## src/rtl/aes_tx_sched_if.sv

```systemverilog
// Bundle of the requester handshakes and the shared byte-serial TX port.
// The slave modport is the scheduler's view; the master modport drives it.
interface aes_tx_sched_if;
  logic         en;
  logic [127:0] data0;
  logic         req0;
  logic         ack0;
  logic [127:0] data1;
  logic         req1;
  logic         ack1;
  logic [7:0]   tx;
  logic         shakehand;
  logic         busy;
  logic         frame_done;

  modport slave (
    input  en, data0, req0, data1, req1,
    output ack0, ack1, tx, shakehand, busy, frame_done
  );

  modport master (
    output en, data0, req0, data1, req1,
    input  ack0, ack1, tx, shakehand, busy, frame_done
  );
endinterface

```

## src/rtl/aes_tx_sched.sv

```systemverilog
// Round-robin scheduler sending 17-byte frames (header + 16 data bytes,
// MSB first) from two 128-bit requesters over one byte-serial TX port.
module aes_tx_sched (
  input  logic           clk,
  input  logic           rst,
  aes_tx_sched_if.slave  bus
);

  typedef enum logic [1:0] {
    S_IDLE = 2'd0,
    S_HDR  = 2'd1,
    S_DATA = 2'd2
  } state_e;

  localparam logic [6:0] HDR_TAG = 7'b1010_000;

  state_e       state_q,      state_d;
  logic [3:0]   cnt_q,        cnt_d;
  logic [7:0]   tx_q,         tx_d;
  logic         shake_q,      shake_d;
  logic         busy_q,       busy_d;
  logic         ack0_q,       ack0_d;
  logic         ack1_q,       ack1_d;
  logic         frame_done_q, frame_done_d;
  logic         last_grant_q, last_grant_d;
  logic [127:0] block_q,      block_d;

  logic grant0;
  logic grant1;
  logic slot;

  // Byte k of the latched block, byte 0 being bits [127:120].
  function automatic logic [7:0] block_byte(input logic [127:0] blk,
                                            input logic [3:0]   k);
    logic [127:0] shifted;
    shifted = blk << {k, 3'b000};
    return shifted[127:120];
  endfunction

  always_comb begin
    // NOTE: every comb output gets a default first so no path infers a latch.
    state_d      = state_q;
    cnt_d        = cnt_q;
    tx_d         = tx_q;
    shake_d      = shake_q;
    busy_d       = busy_q;
    last_grant_d = last_grant_q;
    block_d      = block_q;
    ack0_d       = 1'b0;
    ack1_d       = 1'b0;
    frame_done_d = 1'b0;

    // On a tie, requester 0 wins only if requester 1 was granted last.
    grant0 = bus.req0 && (!bus.req1 || last_grant_q);
    grant1 = bus.req1 && !grant0;

    slot = bus.en && ((state_q == S_IDLE) ||
                      ((state_q == S_DATA) && (cnt_q == 4'd15)));

    if (slot) begin
      if (grant0 || grant1) begin
        block_d      = grant1 ? bus.data1 : bus.data0;
        last_grant_d = grant1;
        ack0_d       = grant0;
        ack1_d       = grant1;
        tx_d         = {HDR_TAG, grant1};
        shake_d      = ~shake_q;
        busy_d       = 1'b1;
        cnt_d        = 4'd0;
        state_d      = S_HDR;
      end else begin
        tx_d    = 8'h00;
        busy_d  = 1'b0;
        state_d = S_IDLE;
      end
    end else if (bus.en) begin
      case (state_q)
        S_HDR: begin
          tx_d    = block_byte(block_q, 4'd0);
          cnt_d   = 4'd0;
          shake_d = ~shake_q;
          state_d = S_DATA;
        end
        S_DATA: begin
          // Counter is below 15 here; the counter=15 case is a slot.
          cnt_d        = cnt_q + 4'd1;
          tx_d         = block_byte(block_q, cnt_q + 4'd1);
          shake_d      = ~shake_q;
          frame_done_d = (cnt_q == 4'd14);
        end
        default: ;
      endcase
    end
  end

  // NOTE: the 128-bit block register is reset too, so an aborted frame leaves
  // no stale data behind; it is ordinary flops, not a memory array.
  always_ff @(posedge clk or posedge rst) begin
    if (rst) begin
      state_q      <= S_IDLE;
      cnt_q        <= 4'd0;
      tx_q         <= 8'h00;
      shake_q      <= 1'b0;
      busy_q       <= 1'b0;
      ack0_q       <= 1'b0;
      ack1_q       <= 1'b0;
      frame_done_q <= 1'b0;
      last_grant_q <= 1'b1;
      block_q      <= '0;
    end else begin
      // NOTE: non-blocking updates so every flop samples pre-edge values.
      state_q      <= state_d;
      cnt_q        <= cnt_d;
      tx_q         <= tx_d;
      shake_q      <= shake_d;
      busy_q       <= busy_d;
      ack0_q       <= ack0_d;
      ack1_q       <= ack1_d;
      frame_done_q <= frame_done_d;
      last_grant_q <= last_grant_d;
      block_q      <= block_d;
    end
  end

  assign bus.ack0       = ack0_q;
  assign bus.ack1       = ack1_q;
  assign bus.tx         = tx_q;
  assign bus.shakehand  = shake_q;
  assign bus.busy       = busy_q;
  assign bus.frame_done = frame_done_q;

endmodule

```

## src/flat_wrapper.sv

```systemverilog
// flat-port wrapper written by rule: the top's interface ports become plain ports
module aes_tx_sched_flat 
  (clk, rst, bus_en, bus_data0, bus_req0, bus_data1, bus_req1, bus_ack0, bus_ack1, bus_tx, bus_shakehand, bus_busy, bus_frame_done);
  aes_tx_sched_if bus_i ();
  input  logic clk;
  input  logic rst;
  input wire logic [$bits(bus_i.en)-1:0] bus_en;
  input wire logic [$bits(bus_i.data0)-1:0] bus_data0;
  input wire logic [$bits(bus_i.req0)-1:0] bus_req0;
  input wire logic [$bits(bus_i.data1)-1:0] bus_data1;
  input wire logic [$bits(bus_i.req1)-1:0] bus_req1;
  output wire logic [$bits(bus_i.ack0)-1:0] bus_ack0;
  output wire logic [$bits(bus_i.ack1)-1:0] bus_ack1;
  output wire logic [$bits(bus_i.tx)-1:0] bus_tx;
  output wire logic [$bits(bus_i.shakehand)-1:0] bus_shakehand;
  output wire logic [$bits(bus_i.busy)-1:0] bus_busy;
  output wire logic [$bits(bus_i.frame_done)-1:0] bus_frame_done;
  assign bus_i.en = bus_en;
  assign bus_i.data0 = bus_data0;
  assign bus_i.req0 = bus_req0;
  assign bus_i.data1 = bus_data1;
  assign bus_i.req1 = bus_req1;
  assign bus_ack0 = bus_i.ack0;
  assign bus_ack1 = bus_i.ack1;
  assign bus_tx = bus_i.tx;
  assign bus_shakehand = bus_i.shakehand;
  assign bus_busy = bus_i.busy;
  assign bus_frame_done = bus_i.frame_done;
  aes_tx_sched u_core (.clk(clk), .rst(rst), .bus(bus_i));
endmodule
```

## config.mk

```make
export PLATFORM = sky130hd
export DESIGN_NAME = aes_tx_sched_flat
export DESIGN_NICKNAME = d
export VERILOG_FILES = /design/src/rtl/aes_tx_sched_if.sv /design/src/rtl/aes_tx_sched.sv /design/src/flat_wrapper.sv
export SDC_FILE = /design/constraint.sdc
export NUM_CORES = 1
export LEC_CHECK = 0
export CORE_UTILIZATION = 41
export CTS_CLUSTER_DIAMETER = 30
export DETAILED_ROUTE_END_ITERATION = 16
export GPL_ROUTABILITY_DRIVEN = 0
export PLACE_DENSITY = 0.74
export SYNTH_ARGS = -nofsm -noshare
export SYNTH_HDL_FRONTEND = slang
export SYNTH_SLANG_ARGS = --single-unit
```

## constraint.sdc

```tcl
create_clock -name clk -period 13.1 [get_ports clk]
set_input_delay 3.93 -clock clk [delete_from_list [all_inputs] [get_ports clk]]
set_output_delay 3.93 -clock clk [all_outputs]
set_load 0.1 [all_outputs]
```

Word-level counts from Yosys, hierarchy flattened. Cells that the tools add are included.

Register bits after elaboration: 148. Bits of input ports: 261.

Add/sub/neg operators: 1. Equal/unequal tests: 5. Shift operators: 1. Mux-type cells: 25. Bitwise operators: 1. Reduce and logical (&&, ||, !) cells: 20.

Operator list (count): $mux W128 (1); $shl A128 B7 Y128 (1); $mux W8 (3); $pmux W8 S2 (1); $mux W1 (13); $mux W4 (3); $eq A4 B4 Y1 const B (2); $pmux W4 S2 (1); $mux W2 (3); $reduce_and A2 Y1 (3); $reduce_and A3 Y1 (2); $reduce_bool A2 Y1 (3); $add A4 B1 Y4 const B (1); $logic_and A1 B1 Y1 (4); $logic_or A1 B1 Y1 (3); $reduce_bool A3 Y1 (1); $eq A2 B1 Y1 const B (1); $eq A2 B2 Y1 const B (1); $logic_not A1 Y1 (2); $logic_not A2 Y1 (1); $ne A2 B2 Y1 const B (1); $reduce_or A2 Y1 (1); $not A1 Y1 (1).

Depth between registers and ports, before layout.
Depth in word-level cells: 8. Gate-level depth with buffers: 11.

Worst setup path after synthesis. No wires, ideal clock.

Path kind: input-to-reg. From: input port bus_en. To: register u_core.block_q[10]. Library setup time: 0.130 ns. Data arrival time: 4.927 ns. Required time: 12.970 ns. Setup slack: 8.043 ns. Stages on the path: 6. Path buffers: 3. Cells stage by stage: buf_2 -> inv_1 -> nor3_2 -> buf_2 -> buf_2 -> a31oi_1.

Cells in the longest elaborated chain, start to end: 2.

RTL lines: from (decl) (RTL line flat_wrapper.sv:7) `input wire logic [$bits(bus_i.en)-1:0] bus_en;`; $logic_and A1 B1 Y1 (RTL line aes_tx_sched.sv:57) `slot = bus.en && ((state_q == S_IDLE) ||`; $reduce_and A2 Y1 (no source line); to (signal assigned) (RTL line aes_tx_sched.sv:121) `block_q <= block_d;`; to (decl) (RTL line aes_tx_sched.sv:26) `logic [127:0] block_q, block_d;`.

No other way between the ends. A chain may end at the register's enable or synchronous reset.

Final worst setup path.
From: input port bus_en. To: register u_core.block_q[66].

Same word-level chain as after synthesis.

==> out/results.txt <==
Hold-fix buffers, CTS: 0
Lkg Pwr: 0.00454 uW
routed len/inst: 17.9 um
Clock Skew: 0.00653 ns
Die Ht: 140 um
Hold Startpoint: u_core.bus.busy
post-synthesis cell type count: 43
Final ANT Viol Nets: 0
slew of the pin with the lowest slew margin: 1.05 ns
Fmax: 161 MHz
sequential share of the synthesized area: 0.475
Area Overhead vs Synth: 43.9%
clock transition at the registers of the reported paths: 0.06 ns
Pins Over Slew Limit: 0
DRC: 0
placed cell area: 0.0105 mm^2
setup TNS: 0 ns
startpoint types: input pin
Congestion Overflow GR: 0
main flop type after synthesis: dfrtp_1
global-route wire length before repair: 37800 um
pre-CTS WS: 6.49 ns
antenna violations before repair: 0
Setup Fix Bufs, Post-CTS: 0
Clock Path Buffers: 2
number of global-route vias before repair: 7084
number of max-cap violations: 0
footprint of the multi-input gates: 0.00371 mm^2
Layout fillers: 1617
Die W: 140 um
PortBufs: 273
Die Footprint: 0.0196 mm^2
DRT Pass-1 Iters: 5
largest area contributor in the netlist: dfrtp_1
FF+latch count, synth: 148
Starting Density: 0.417
Worst EP required: 13.34 ns
Final Cell Area: 0.0112 mm^2
final hold violations: 0
Resize count post-CTS: 0
Power Density: 208 mW/mm^2
Peak VDD IR: 94.3 uV
status: completed
largest net degree at the start of global routing: 114
minimum clock period: 6.23 ns
RSZ-0062 raised after global routing: no
worst skew pair latency: 0.42 ns
initial DRC count: 493
Register Area: 0.00371 mm^2
ys async rst share: 1.00
row count: 50
fin worst setup slack: 6.87 ns
Num CTS Buffers: 17
num ports: 274
number of flops mapped to enable cells by yosys: 0
vias per cell: 5.37
Synthesized Nets: 1141
mapped cell area: 0.00780 mm^2
Hold Crit Depth: 2
Yosys Warn Count: 0
share of cells above drive strength 1: 0.0762
Hold WS: 0.470 ns
start point of the critical path: bus_en
worst reg-to-reg path cell count: 7
crit end category: register
hold crit path type: register to register
Final #Nets: 1369
diode count: 0
top post-synthesis cells by area: dfrtp_1 47%, nand2_1 13%, a31oi_1 10%, mux4_2 9.2%, nor2_1 6.4%
CP Max Fanout: 113
final period utilization: 0.476
Post-DP HPWL: 16900 um
RR Startpoint: u_core.cnt_q[0]
Total GRT Usage: 0.252
Routed Wire Length: 24200 um
Crit path arrival time: 6.47 ns
area share of the largest cell type after synthesis: 0.471
Clock Sinks: 148
critical path class: input pin to register
Rel. slew slack: 0.298
total vias in the final route: 7245
Root Buffer: clkbuf_16
CTS tree: yes
core area: 0.0187 mm^2
cells after synthesis: 875
Avg Synthesized Cell Area: 8.92 um^2
H-tree levels: 4
Final setup viols: 0
==> placed cells by master, fill, tap and decap left out, types with 2 or more instances in the layout <==
master / netlist / layout
o22ai_1: 8 / 8
a221oi_1: 2 / 2
a31oi_1: 129 / 129
o21a_1: 2 / 2
a211oi_1: 8 / 8
dfrtp_1: 147 / 146
nand4_1: 3 / 3
buf_4: 15 / 8
or3_1: 2 / 2
inv_6: 0 / 4
a21oi_1: 2 / 2
o21ai_0: 5 / 5
clkbuf_16: 0 / 17
o41ai_1: 2 / 2
nand2_1: 264 / 263
clkbuf_8: 0 / 3
ha_1: 5 / 4
mux4_2: 32 / 32
a31oi_2: 2 / 2
o31ai_1: 9 / 9
nand3_1: 3 / 3
bufinv_16: 0 / 6
clkdlybuf4s50_1: 0 / 273
inv_1: 10 / 9
nor3_1: 2 / 2
xor2_1: 2 / 2
nand3b_1: 2 / 2
a22oi_1: 5 / 5
nor2_1: 133 / 133
nor2b_1: 8 / 8
==> worst paths after layout <==
check | endpoint | slack (ns)
worst max register to register | u_core.bus.tx[4] | 9.95
worst min register to register | u_core.bus.busy | 0.47
worst min-delay path | u_core.bus.busy | 0.47
max in group asynchronous | u_core.block_q[24] | 7.62
worst max-delay path | u_core.block_q[66] | 6.87
min in group asynchronous | u_core.block_q[3] | 3.97
==> registers in the layout, summed over array words and instances, names as in the netlist <==
register,cells
u_core.bus.busy,1
u_core.bus.ack0,1
u_core.bus.tx,8
u_core.bus.frame_done,1
u_core.last_grant_q,1
u_core.bus.shakehand,1
u_core.state_q,2
u_core.block_q,128
u_core.cnt_q,4
u_core.bus.ack1,1
==> cell families (layout without fill, tap and decap cells) <==
logic type	Yosys count	after routing	synth area share
compound gates	180	180	0.153
xor+xnor	3	3	0.00433
fa+ha+maj	5	5	0.00802
buf+inv	82	322	0.0527
flops	148	148	0.475
mux	34	34	0.0951
simple gates	423	423	0.212
==> cells in the mapped netlist, types with 3 or more instances <==
cell,count
o22ai_1,8
nand4_1,3
inv_1,10
nor2b_1,8
nand3_1,3
nor2_1,133
buf_4,15
clkbuf_1,29
dfrtp_1,147
nand2_1,264
o31ai_1,9
a31oi_1,129
o21ai_0,5
buf_2,26
a22oi_1,5
ha_1,5
a211oi_1,8
mux4_2,32
==> final cells by class <==
| type | instances | share of cell area |
|---|---|---|
| flip-flops and latches | 148 | 0.330 |
| multi-input cells | 645 | 0.330 |
| repair buffers | 281 | 0.249 |
| clock buffers | 20 | 0.0416 |
| well taps | 234 | 0.0261 |
| clock inverters | 11 | 0.0195 |
| inverters | 10 | 0.00379 |
==> worst max-delay path, cell delays in order <==
cell	delay, ns
clkdlybuf4s50_1	0.67
inv_1	0.16
nor3_4	0.21
buf_4	0.37
buf_4	0.85
a31oi_1	0.19
==> where the power goes <==
part	internal (uW)	switching, uW	total (uW)	leakage, uW
combinational	416	529	945	0.00252
sequential	679	139	819	0.00168
clock	373	197	570	0.000334
total	1470	865	2330	0.00454
==> layer usage <==
metal	part of all wire	GRT usage	wire length, um	vias to the layer above
met3	0.053	0.0554	1290	35
met5	0	0	0	-
met4	0.023	0.0862	561	0
met1	0.43	0.331	10500	3444
li1	-	-	-	3507
met2	0.49	0.412	11800	259
==> per-stage QoR <==
stage          utilization  total power [uW]  instances
6_report             0.600              2330       1349
3_5_place_dp         0.563              1770       1318
2_1_floorplan            -              1480        875
4_1_cts              0.600              2340       1349
5_1_grt              0.600              2480       1349
3_3_place_gp         0.563              1740       1318
(Power assumes the default switching activity.)
